`config.mk`:
```
export PLATFORM = sky130hd
export DESIGN_NAME = regfile_wb_arbiter
export DESIGN_NICKNAME = d
export VERILOG_FILES = /design/src/rtl/regfile_wb_arbiter.sv
export SDC_FILE = /design/constraint.sdc
export NUM_CORES = 1
export LEC_CHECK = 0
export ABC_AREA = 1
export CAP_MARGIN = 20
export CELL_PAD_IN_SITES_DETAIL_PLACEMENT = 2
export CELL_PAD_IN_SITES_GLOBAL_PLACEMENT = 2
export CORE_MARGIN = 2
export CORE_UTILIZATION = 21
export DETAILED_ROUTE_END_ITERATION = 12
export PLACE_DENSITY_LB_ADDON = 0.15
export SLEW_MARGIN = 20
export SYNTH_ARGS = -nofsm -noshare
export SYNTH_HDL_FRONTEND = slang
export SYNTH_SLANG_ARGS = --single-unit
```
`constraint.sdc`:
```
create_clock -name clk -period 1.6 [get_ports clk]
set_clock_uncertainty 0.1 [all_clocks]
set_input_delay 0.24 -clock clk [delete_from_list [all_inputs] [get_ports clk]]
set_output_delay 0.24 -clock clk [all_outputs]
set_load 0.01 [all_outputs]
```
`src/rtl/regfile_wb_arbiter.sv`:
```
// Arbitrates the register file write port between the WB stage (A) and the
// mult/div unit (B): A has priority, and a wait counter forces B ahead after STARVE_MAX cycles.
module regfile_wb_arbiter #(
    parameter int unsigned DATA_W     = 32,
    parameter int unsigned ADDR_W     = 5,
    parameter int unsigned STARVE_MAX = 4
) (
    input  logic              clk,
    input  logic              reset,
    input  logic              hold,
    input  logic              a_valid,
    input  logic [ADDR_W-1:0] a_reg,
    input  logic [DATA_W-1:0] a_data,
    output logic              a_ready,
    input  logic              b_valid,
    input  logic [ADDR_W-1:0] b_reg,
    input  logic [DATA_W-1:0] b_data,
    output logic              b_ready,
    output logic              rf_regwrite,
    output logic [ADDR_W-1:0] rf_writereg,
    output logic [DATA_W-1:0] rf_writedata,
    output logic              prio_b
);

    localparam int unsigned CNT_W = $clog2(STARVE_MAX + 1);

    typedef enum logic {
        PRIO_A = 1'b0,
        PRIO_B = 1'b1
    } state_t;

    state_t           state;
    state_t           state_next;
    logic [CNT_W-1:0] cnt;
    logic [CNT_W-1:0] cnt_next;
    logic             a_xfer;
    logic             b_xfer;

    assign a_xfer = a_valid & a_ready;
    assign b_xfer = b_valid & b_ready;
    assign prio_b = (state == PRIO_B);

    // State register
    always_ff @(posedge clk or posedge reset) begin
        if (reset) begin
            state <= PRIO_A;
        end else begin
            state <= state_next;
        end
    end

    // Next state: B is promoted on the edge where its wait count reaches STARVE_MAX
    always_comb begin
        state_next = state;
        case (state)
            PRIO_A: if (cnt_next == CNT_W'(STARVE_MAX)) state_next = PRIO_B;
            PRIO_B: if (b_xfer || !b_valid) state_next = PRIO_A;
            default: state_next = PRIO_A;
        endcase
    end

    // Grant outputs; the two readies are mutually exclusive in both states
    always_comb begin
        a_ready = 1'b0;
        b_ready = 1'b0;
        case (state)
            PRIO_A: begin
                a_ready = a_valid & ~hold;
                b_ready = b_valid & ~a_valid & ~hold;
            end
            PRIO_B: begin
                b_ready = b_valid & ~hold;
                a_ready = a_valid & ~b_valid & ~hold;
            end
            default: begin
                a_ready = 1'b0;
                b_ready = 1'b0;
            end
        endcase
    end

    // Wait counter; leaving PRIO_B always coincides with a B transfer or b_valid low
    always_comb begin
        cnt_next = cnt;
        if (b_xfer || !b_valid) begin
            cnt_next = '0;
        end else if (!hold && state == PRIO_A && cnt != CNT_W'(STARVE_MAX)) begin
            cnt_next = cnt + CNT_W'(1);
        end
    end

    always_ff @(posedge clk or posedge reset) begin
        if (reset) begin
            cnt <= '0;
        end else begin
            cnt <= cnt_next;
        end
    end

    // Registered write port; writes to register 0 are swallowed without touching reg/data
    always_ff @(posedge clk or posedge reset) begin
        if (reset) begin
            rf_regwrite  <= 1'b0;
            rf_writereg  <= '0;
            rf_writedata <= '0;
        end else begin
            rf_regwrite <= 1'b0;
            if (a_xfer && a_reg != '0) begin
                rf_regwrite  <= 1'b1;
                rf_writereg  <= a_reg;
                rf_writedata <= a_data;
            end else if (b_xfer && b_reg != '0) begin
                rf_regwrite  <= 1'b1;
                rf_writereg  <= b_reg;
                rf_writedata <= b_data;
            end
        end
    end

endmodule

```
After elaboration in Yosys (flattened, before gate mapping)
Index checks and enable logic that the tools add are counted.
Operators by class
  bitwise operators: 12
  reductions and logical operators: 10
  $add $sub $neg: 1
  mux-type cells: 13
  eq/ne operators: 2
Operators with widths (count)
  32-bit two-way mux: 2
  5-bit two-way mux: 2
  5-bit nonzero test: 2
  1-bit AND: 8
  3-bit two-way mux: 2
  1-bit one-hot mux with 2 select lines: 3
  1-bit logical AND: 4
  1-bit two-way mux: 4
  1-bit inverter: 4
  3-bit by 1-bit adder with 3-bit output, second input constant: 1
  3-bit equality test, second input constant: 1
  3-bit inequality test, second input constant: 1
  1-bit logical NOT: 2
  2-bit nonzero test: 1
  1-bit logical OR: 1
Word-level totals
  bits in registers: 42
  input bits: 79
  output and inout port bits: 41
  word-level logic and storage cells: 43

Longest topological paths before layout
Gate-level depths: netlist of run 1.
  depth in word-level cells: 10
  gate-level depth with buffers: 10
  mapped depth without buffers: 9

Worst setup path before layout of run 1
OpenSTA, ideal clock, no wires.
  kind: register -> register
  from: register state (netlist: prio_b)
  to: register rf_writedata[2]
  setup time: 0.117 ns
  data required time: 1.383 ns
  clock period less this slack: 1.455 ns
  data arrival time: 1.239 ns
  buffers on the path: 2
  setup slack: 0.145 ns
  stages on the path, launching flop included: 9
  cells stage by stage: dfrtp_1 nand2_1 inv_1 nor2_2 buf_4 buf_2 nand3b_1 nand3_2 nand2_1
On the way
  cells in the longest elaborated chain, start to end: 5
  elaborated cells between the ends (all ways): 9
  classes of those cells: mux: 3; bitwise: 3; reduce/logical: 3
Ends and longest elaborated chain
  from (decl): line 32  | state_t state;
  from (signal assigned): line 48  | state <= state_next;
  1-bit inverter
  1-bit one-hot mux with 2 select lines *: line 66  | case (state)
  named net a_ready: line 14  | output logic a_ready,
  1-bit AND *: line 39  | assign a_xfer = a_valid & a_ready;
  1-bit logical AND *: line 108  | if (a_xfer && a_reg != '0) begin
  32-bit two-way mux or 2-bit nonzero test (tied branches)
  to (signal assigned): line 111  | rf_writedata <= a_data;
  to (signal assigned): line 115  | rf_writedata <= b_data;
  to (decl): line 21  | output logic [DATA_W-1:0] rf_writedata,
The timed path passes the listed nets; every way through them passes the cells marked *.
A chain may end at the register's enable or synchronous reset.

Worst setup path in the final report of run 1
  from: input port hold
  to: output port a_ready
On the way
  cells in the longest elaborated chain, start to end: 3
  elaborated cells between the ends (all ways): 4
  classes of those cells: mux: 1; bitwise: 3
Ends and longest elaborated chain
  from (decl): line 10  | input logic hold,
  1-bit inverter *: line 68, 73
  1-bit AND (on tied branches): line 73, 68
  1-bit one-hot mux with 2 select lines *: line 66
  to (decl): line 14
Every way passes the cells marked *; elsewhere a longest branch is shown, timed or not.

==> summary by stage, run 1 <==
Run status
The flow ran to the end, and the final reports show no timing, DRC or antenna violations.

Route
In this run, the number of DRC markers left after iteration 0 of detailed routing was 57. The via density per instance is 4.30. The length of the first detailed-routing pass in iterations is 4. The post-detailed-routing wire length is 9260 um. In this run the remaining antenna-violating nets after routing total 0. The via count is 2591.

The post-detailed-route wirelength per cell is 15.4 um. The number of remaining DRC errors is 0.

Critical path
The worst-path maximum fanout is 4. The worst setup path is of the input pin to primary output kind. The critical register-to-register path endpoint is rf_writedata[1]. The launch point of the critical path is hold. The startpoint class of the critical path is an input pin. Data arrives at the worst endpoint at 1.23 ns. STA classifies the critical path endpoint as a primary output. The worst path required time is 1.26 ns. The number of cells on the worst reg-to-reg path is 9. For flop-to-flop paths, the worst setup slack is 0.07 ns. The critical register-to-register path startpoint is prio_b.

Floorplanning
Measured along the y axis, the die boundary spans 112 um. The die covers 12500 um2. The number of top-level design ports is 120. In this run the standard cell core region covers 11400 um2. The width of the chip is 112 um. The initial cell density of the core is 0.214. The number of core rows is 39.

Clock tree
Clock latency on the worst-skew pair, taken at its later pin, is 0.28 ns. The CTS H-tree depth is 2. The number of buffers inserted to repair setup after CTS is 0.

The clock passes through at most 2 buffers. The cell sitting at the root of the clock tree is a clkbuf_16. Clock-pin slew was measured on the worst setup and hold paths at 0.06 ns. The TritonCTS buffer count is 5. The total number of clock tree sinks is 42. The TritonCTS clock tree is done.

Finish
The layout-stage area growth over the synthesis result is 66.1%. The share of layout cells above drive strength 1 is 0.111. The area taken by flip-flops and latches is 1050 um2. The number of diodes is 0. The post-layout net count is 540. The finished layout holds 603 standard cells, fillers aside. The combined area of the multi-input logic cells is 1140 um2. After routing the design area is 4050 um2. The layout has 1328 filler cells. The end-of-flow core utilization is 0.356.

Timing
The worst setup slack after layout is 0.0290 ns. Measured against its own limit, the worst slew margin works out to 0.794. The final hold violation count was 0. The minimum period implied by the final worst setup slack is 1.57 ns. For the pin with the worst max-slew slack, the measured transition is 0.308 ns. Setup repair after global routing could not meet its margin everywhere. In the finished design, the share of the clock period the worst path needs comes to 0.982. For this run, the top clock speed supported by timing is 637 MHz.

Setup violations remaining at the end of the flow were counted as 0. The count of pins over their slew limit was 0.

Power
The total power divided by cell area is 849 nW/um2. The fraction of power consumed by combinational cells is 0.316. The cell-internal power is 2440 uW.

The worst-case IR drop observed on VDD is 0.000340 V. Of the total power, the share spent switching nets is 0.289. After layout, the design draws a total of 3440 uW. The share of total power in sequential cells is 0.384.

The clock share of power is 0.300. For this design the total switching power over the nets is 993 uW. Summed over all cells, the static leakage comes to 0.00201 uW.

Synth
After technology mapping, the gate count stands at 330. Counting flops with a built-in enable in the synthesized netlist gives 0. The fraction of the yosys area taken by sequential cells is 0.431. The number of synthesized register bits is 42. The Yosys warning count is 0. The number of nets in the synthesized netlist is 411. The top flip-flop cell by instance count after synthesis is dfrtp_1. The fraction of registers with async set/reset is 1.00. The mapped cell area is 2440 um2. In this run, distinct cell masters in the synthesized netlist total 24.

The average footprint of a synthesized cell is 7.38 um2.

Min path
The worst hold-check path type is input pin to asynchronous set/reset pin.

Placed design
The total half-perimeter wirelength after legalization and detailed placement is 6930 um. The number of cells in the design after placement is 594. Prior to clock tree synthesis, the placed netlist has a worst setup slack of -0.372 ns. The count of buffers added on input and output ports is 119.

The weighted congestion at the end of routability-driven global placement is 0.720. Once placement finished, the instance area stood at 3820 um2.

GRT
Summed over all layers, the global routing overflow is 0. The first global-routing pass estimated 15000 um of wire. The pin count of the biggest net entering global routing is 43. For this run, the total global-route usage over all layers was measured as 0.151. The initial antenna violation count is 0.

The via count of the first global-routing pass is 2966.

Run
The max-cap check violation count is 0.
==> area by class of cell <==
type                       count  area share
timing repair buffer         139       0.342
tap                          143      0.0442
timing repair inverter         1     0.00216
multi-input combinational    239       0.283
sequential                    42       0.260
clock inverter                 2     0.00309
inverter                      31      0.0318
clock buffer                   6      0.0343
==> synth_stat cells (2+ instances only) <==
library cell  instances  area [um2]
clkbuf_1              3        11.3
buf_2                 5        25.0
nor2_1                7        26.3
nand3_2               9        90.1
buf_4                 2        15.0
buf_6                 6        67.6
dfrtp_1              42        1050
nand3b_1             19         143
inv_1                28         105
nand2_1             160         601
nand2_2               2        12.5
inv_2                 2        7.51
nand3_1              33         165
ha_1                  2        25.0
==> worst max-delay path by stage <==
| stage | slack (ns) | cells past startpoint | to |
|---|---|---|---|
| floorplan | 0.14 | 8 | rf_writedata[2] |
| global placement | -0.36 | 5 | a_ready |
| detailed placement | -0.37 | 5 | a_ready |
| CTS | 0.009 | 4 | b_ready |
| global route | -0.05 | 10 | rf_writedata[9] |
| finish | 0.03 | 5 | a_ready |
==> per-stage QoR <==
step                TNS (ns)  hold WS [ns]
global route          -0.456         0.246
finish                     0         0.206
CTS                        0         0.218
global placement      -10.78         0.360
detailed placement    -13.31         0.373
floorplan                  0         0.257
==> power groups by stage <==
stage               logic, uW  clock network [uW]  registers [uW]
floorplan                 363                   0            1400
global placement         1060                   0            1330
detailed placement       1080                   0            1340
CTS                      1090                1080            1320
global route             1200                1120            1340
finish                   1090                1030            1320
==> flip-flops by register name, summed over array words and instances (netlist names) <==
name / flops
rf_regwrite: 1
prio_b: 1
rf_writedata: 32
cnt: 3
rf_writereg: 5
==> routing by layer <==
| metal | vias up | global-route usage | wire (um) |
|---|---|---|---|
| met1 | 1236 | 0.171 | 3820 |
| met2 | 76 | 0.272 | 4610 |
| met3 | 6 | 0.0539 | 748 |
| met4 | 0 | 0.0354 | 80 |
| met5 | - | 0 | 0 |
| li1 | 1273 | - | - |
==> cells by family (layout without fill, tap and decap cells) <==
logic type / count (synthesis) / count (layout) / share of synthesized area
and+or+nand+nor: 233 / 233 / 0.436
buffers and inverters: 49 / 179 / 0.112
DFF: 42 / 42 / 0.431
AOI/OAI and AO/OA: 4 / 4 / 0.0108
adders and majority gates: 2 / 2 / 0.0103
==> what timing repair did <==
action	4_1_cts	5_1_grt
resized for setup	13	18
hold buffers	0	0
endpoints found under the setup margin	41	32
cloned	0	1
pin swaps	1	2
==> layout by cell type, fill, tap and decap left out, types with 2 or more instances in the layout <==
master,netlist,routed
nand2_1,160,158
clkdlybuf4s50_1,0,114
dfrtp_1,42,42
nand3_1,33,33
inv_1,28,27
nand3b_1,19,19
buf_4,2,12
nand3_2,9,9
nor2_1,7,7
buf_6,6,6
clkbuf_16,0,5
inv_2,2,3
nand2_2,2,3
ha_1,2,2
dlygate4sd2_1,0,2
buf_8,1,2
==> worst max-delay path, cell delays in order <==
cell	delay, ns
clkdlybuf4s50_1	0.44
inv_2	0.09
nand2_1	0.09
nor2_4	0.19
buf_4	0.17
No activity file was read; power rests on OpenSTA's default activity.
==> inputs of run 2 (changes only) <==
--- a/config.mk
+++ b/config.mk
@@ -6,12 +6,12 @@
 export NUM_CORES = 1
 export LEC_CHECK = 0
 export ABC_AREA = 1
-export CAP_MARGIN = 20
 export CELL_PAD_IN_SITES_DETAIL_PLACEMENT = 2
 export CELL_PAD_IN_SITES_GLOBAL_PLACEMENT = 2
 export CORE_MARGIN = 2
 export CORE_UTILIZATION = 21
 export DETAILED_ROUTE_END_ITERATION = 12
+export MAX_ROUTING_LAYER = met4
 export PLACE_DENSITY_LB_ADDON = 0.15
 export SLEW_MARGIN = 20
 export SYNTH_ARGS = -nofsm -noshare
==> run 2 against run 1 <==
Effect of this change:
- count of clock-buffer cells in the layout unchanged
- sequential share of layout area unchanged
- routed wire length decreased by 0.14%
==> summary by stage, run 2 (same netlist as run 1, synthesis figures left out) <==
Run status
The flow ran to the end, and the final reports show no timing, DRC or antenna violations.

GRT
The initial antenna violation count is 0 (unchanged). The aggregate global routing overflow is 0 (unchanged). The via count of the first global-routing pass came to 2976 (+0.34%). The wire length of the first global-routing pass is 15000 um (-0.27%). After global routing, the most crowded layer is met2. The pin count of the biggest net entering global routing is 43 (unchanged).

The global routing usage on met3 is 0.0435 (-0.0103). The met1 routing resource usage after global routing was 0.177 (+0.00643). The met2 capacity usage during global routing is 0.272 (unchanged). The global router's overall resource usage came to 0.155 (+0.00454).

Route
The antenna violation net count after detailed routing is 0 (unchanged). The via count was 2596 (+0.19%). The length of the first detailed-routing pass in iterations is 4 (unchanged). The number of remaining DRC errors is 0 (unchanged). The via density per instance is 4.31 (+0.19%). The post-detailed-route wirelength per cell was 15.3 um (-0.14%). The post-detailed-routing wire length came to 9240 um (-0.14%). The violation count after the first detailed-routing iteration was 54 (-5.3%).

Floorplanning
The initial cell density of the core is 0.214 (unchanged). The number of core rows was 39 (unchanged). The area of the core is 11400 um2 (unchanged).

The total die area is 12500 um2 (unchanged). The vertical die dimension is 112 um (unchanged). The number of top-level design ports is 120 (unchanged). The width of the chip is 112 um (unchanged).

Placed design
The total half-perimeter wirelength after legalization and detailed placement is 6930 um (unchanged). The quantity of I/O buffers inserted on ports is 119 (unchanged). The worst slack at placement was -0.372 ns (unchanged). The weighted congestion at the end of routability-driven global placement was 0.729 (+1.2%).

Finish
Leaving out fill and tap cells, the most frequent cell in the layout is nand2_1. The layout-stage area growth over the synthesis result is 66.1% (unchanged). The number of diodes is 0 (unchanged). The combined area of the multi-input logic cells was 1140 um2 (unchanged). The share of layout cells above drive strength 1 is 0.111 (unchanged). The post-layout net count is 540 (unchanged). The area taken by flip-flops and latches came to 1050 um2 (unchanged). The number of flip-flops under the largest register name came to 32 (unchanged). The end-of-flow core utilization is 0.356 (unchanged). In the final layout, the registers with the most flip-flops are rf_writedata: 32 flops, rf_writereg: 5 flops, cnt: 3 flops.

In the layout the commonest cells are nand2_1, clkdlybuf4s50_1, dfrtp_1. Ranked by flip-flop count, first place goes to rf_writedata. The fill cell instance count of the final layout is 1328 (unchanged).

Timing
The minimum period implied by the final worst setup slack came to 1.57 ns (-0.00553 ns). The worst setup slack after layout was 0.0345 ns (+0.00553 ns). The max-slew headroom at the worst pin was 0.795 (+0.000998). The highest clock frequency the design can meet is 639 MHz (+0.35%).

The slew at the pin with the worst max-slew slack came to 0.307 ns (-0.00150 ns). The setup TNS after final layout came to 0 ns (unchanged). The final worst-path cycle share came to 0.978 (-0.00346). Setup repair after global routing could not meet its margin everywhere. The count of final setup violators is 0 (unchanged).

The count of pins over their slew limit is 0 (unchanged). The final hold violation count is 0 (unchanged).

Critical path
The data arrival time of the worst path is 1.23 ns (about the same). STA classifies the critical path startpoint as an input pin. The critical path class is input pin to primary output.

The capturing element type of the critical path is a primary output. The worst path required time came to 1.26 ns (about the same). The worst-path maximum fanout is 4 (unchanged).

Min path
In this run the worst hold path is classified as input pin to asynchronous set/reset pin.

Run
The max-cap check violation count is 0 (unchanged).

Power
The total power divided by cell area was 849 nW/um2 (about the same). The leakage power total is 0.00201 uW (unchanged). The share of total power in sequential cells is 0.384 (about the same). The clock share of power is 0.300 (about the same). The cell-internal power is 2440 uW (about the same). The switching part of the total power is 0.288 (-0.000609).

The worst IR drop on VDD is 0.000340 V (about the same). The sum of internal, switching and leakage power is 3430 uW (about the same). The total net switching power is 990 uW (-0.30%). The fraction of power consumed by combinational cells is 0.316 (about the same).

Clock tree
The CTS H-tree depth was 2 (unchanged). The master cell of the clock root buffer is clkbuf_16. The TritonCTS buffer count is 5 (unchanged).

The clock-pin slew of the registers on the worst-case setup and hold paths is 0.06 ns (about the same). The later-pin clock latency in the skew report is 0.28 ns (about the same). The number of buffers inserted to repair setup after CTS is 0 (unchanged). The maximum clock path buffer count is 2 (unchanged).

TritonCTS built the clock tree. The total number of clock tree sinks came to 42 (unchanged).
[run 2: cell counts in the layout (fill, tap and decap cells not counted)]
Identical to the previous run, type by type.
[run 2: per-stage QoR]
stage | hold slack, ns | instances | instance area (um2)
after detailed placement | 0.373 | 594 | 3820
after global placement | 0.360 | 594 | 3820
after CTS | 0.218 | 602 | 3980
after floorplan | 0.257 | 330 | 2440
final | 0.207 | 603 | 4050
after global routing | 0.246 | 603 | 4050
[run 2: critical path: stages]
cell             delay (ns)
clkdlybuf4s50_1        0.44
inv_2                  0.09
nand2_1                0.09
nor2_4                 0.19
buf_4                  0.17
[run 2: path summary, 6_finish.rpt]
check                                   end  slack [ns]  cells after the start              from
setup / recovery                    a_ready        0.03                      5              hold
hold / removal             rf_writedata[13]        0.21                      3             reset
setup reg to reg            rf_writedata[1]        0.07                      9            prio_b
hold reg to reg            rf_writedata[21]        0.38                      2  rf_writedata[21]
max in group asynchronous  rf_writedata[27]        0.97                      3             reset
min in group clk                     cnt[2]        0.30                      5           b_valid
[run 2: power by group through the flow]
stage               clock, uW  sequential, uW  combinational (uW)
floorplan                   0            1400                 363
detailed placement          0            1340                1080
global route             1120            1340                1200
CTS                      1080            1320                1090
global placement            0            1330                1060
finish                   1030            1320                1090
[run 2: cell type report]
class | count | area share
Clock inverter | 2 | 0.00309
Timing Repair Buffer | 139 | 0.342
Multi-Input combinational cell | 239 | 0.283
Inverter | 31 | 0.0318
Clock buffer | 6 | 0.0343
Tap cell | 143 | 0.0442
Sequential cell | 42 | 0.260
Timing Repair inverter | 1 | 0.00216
[run 2: repair_timing]
| action | 4_1_cts | 5_1_grt |
|---|---|---|
| hold endpoints to repair | 0 | 0 |
| hold buffers | 0 | 0 |
| gates cloned | 0 | 1 |
| setup endpoints to repair | 41 | 31 |
| gates resized for setup | 13 | 18 |
| pin swaps | 1 | 2 |
[run 2: per-layer routing]
layer	vias up	wire length [um]
met5	-	0
met4	0	72
met3	6	610
met2	76	4610
met1	1241	3950
li1	1273	-
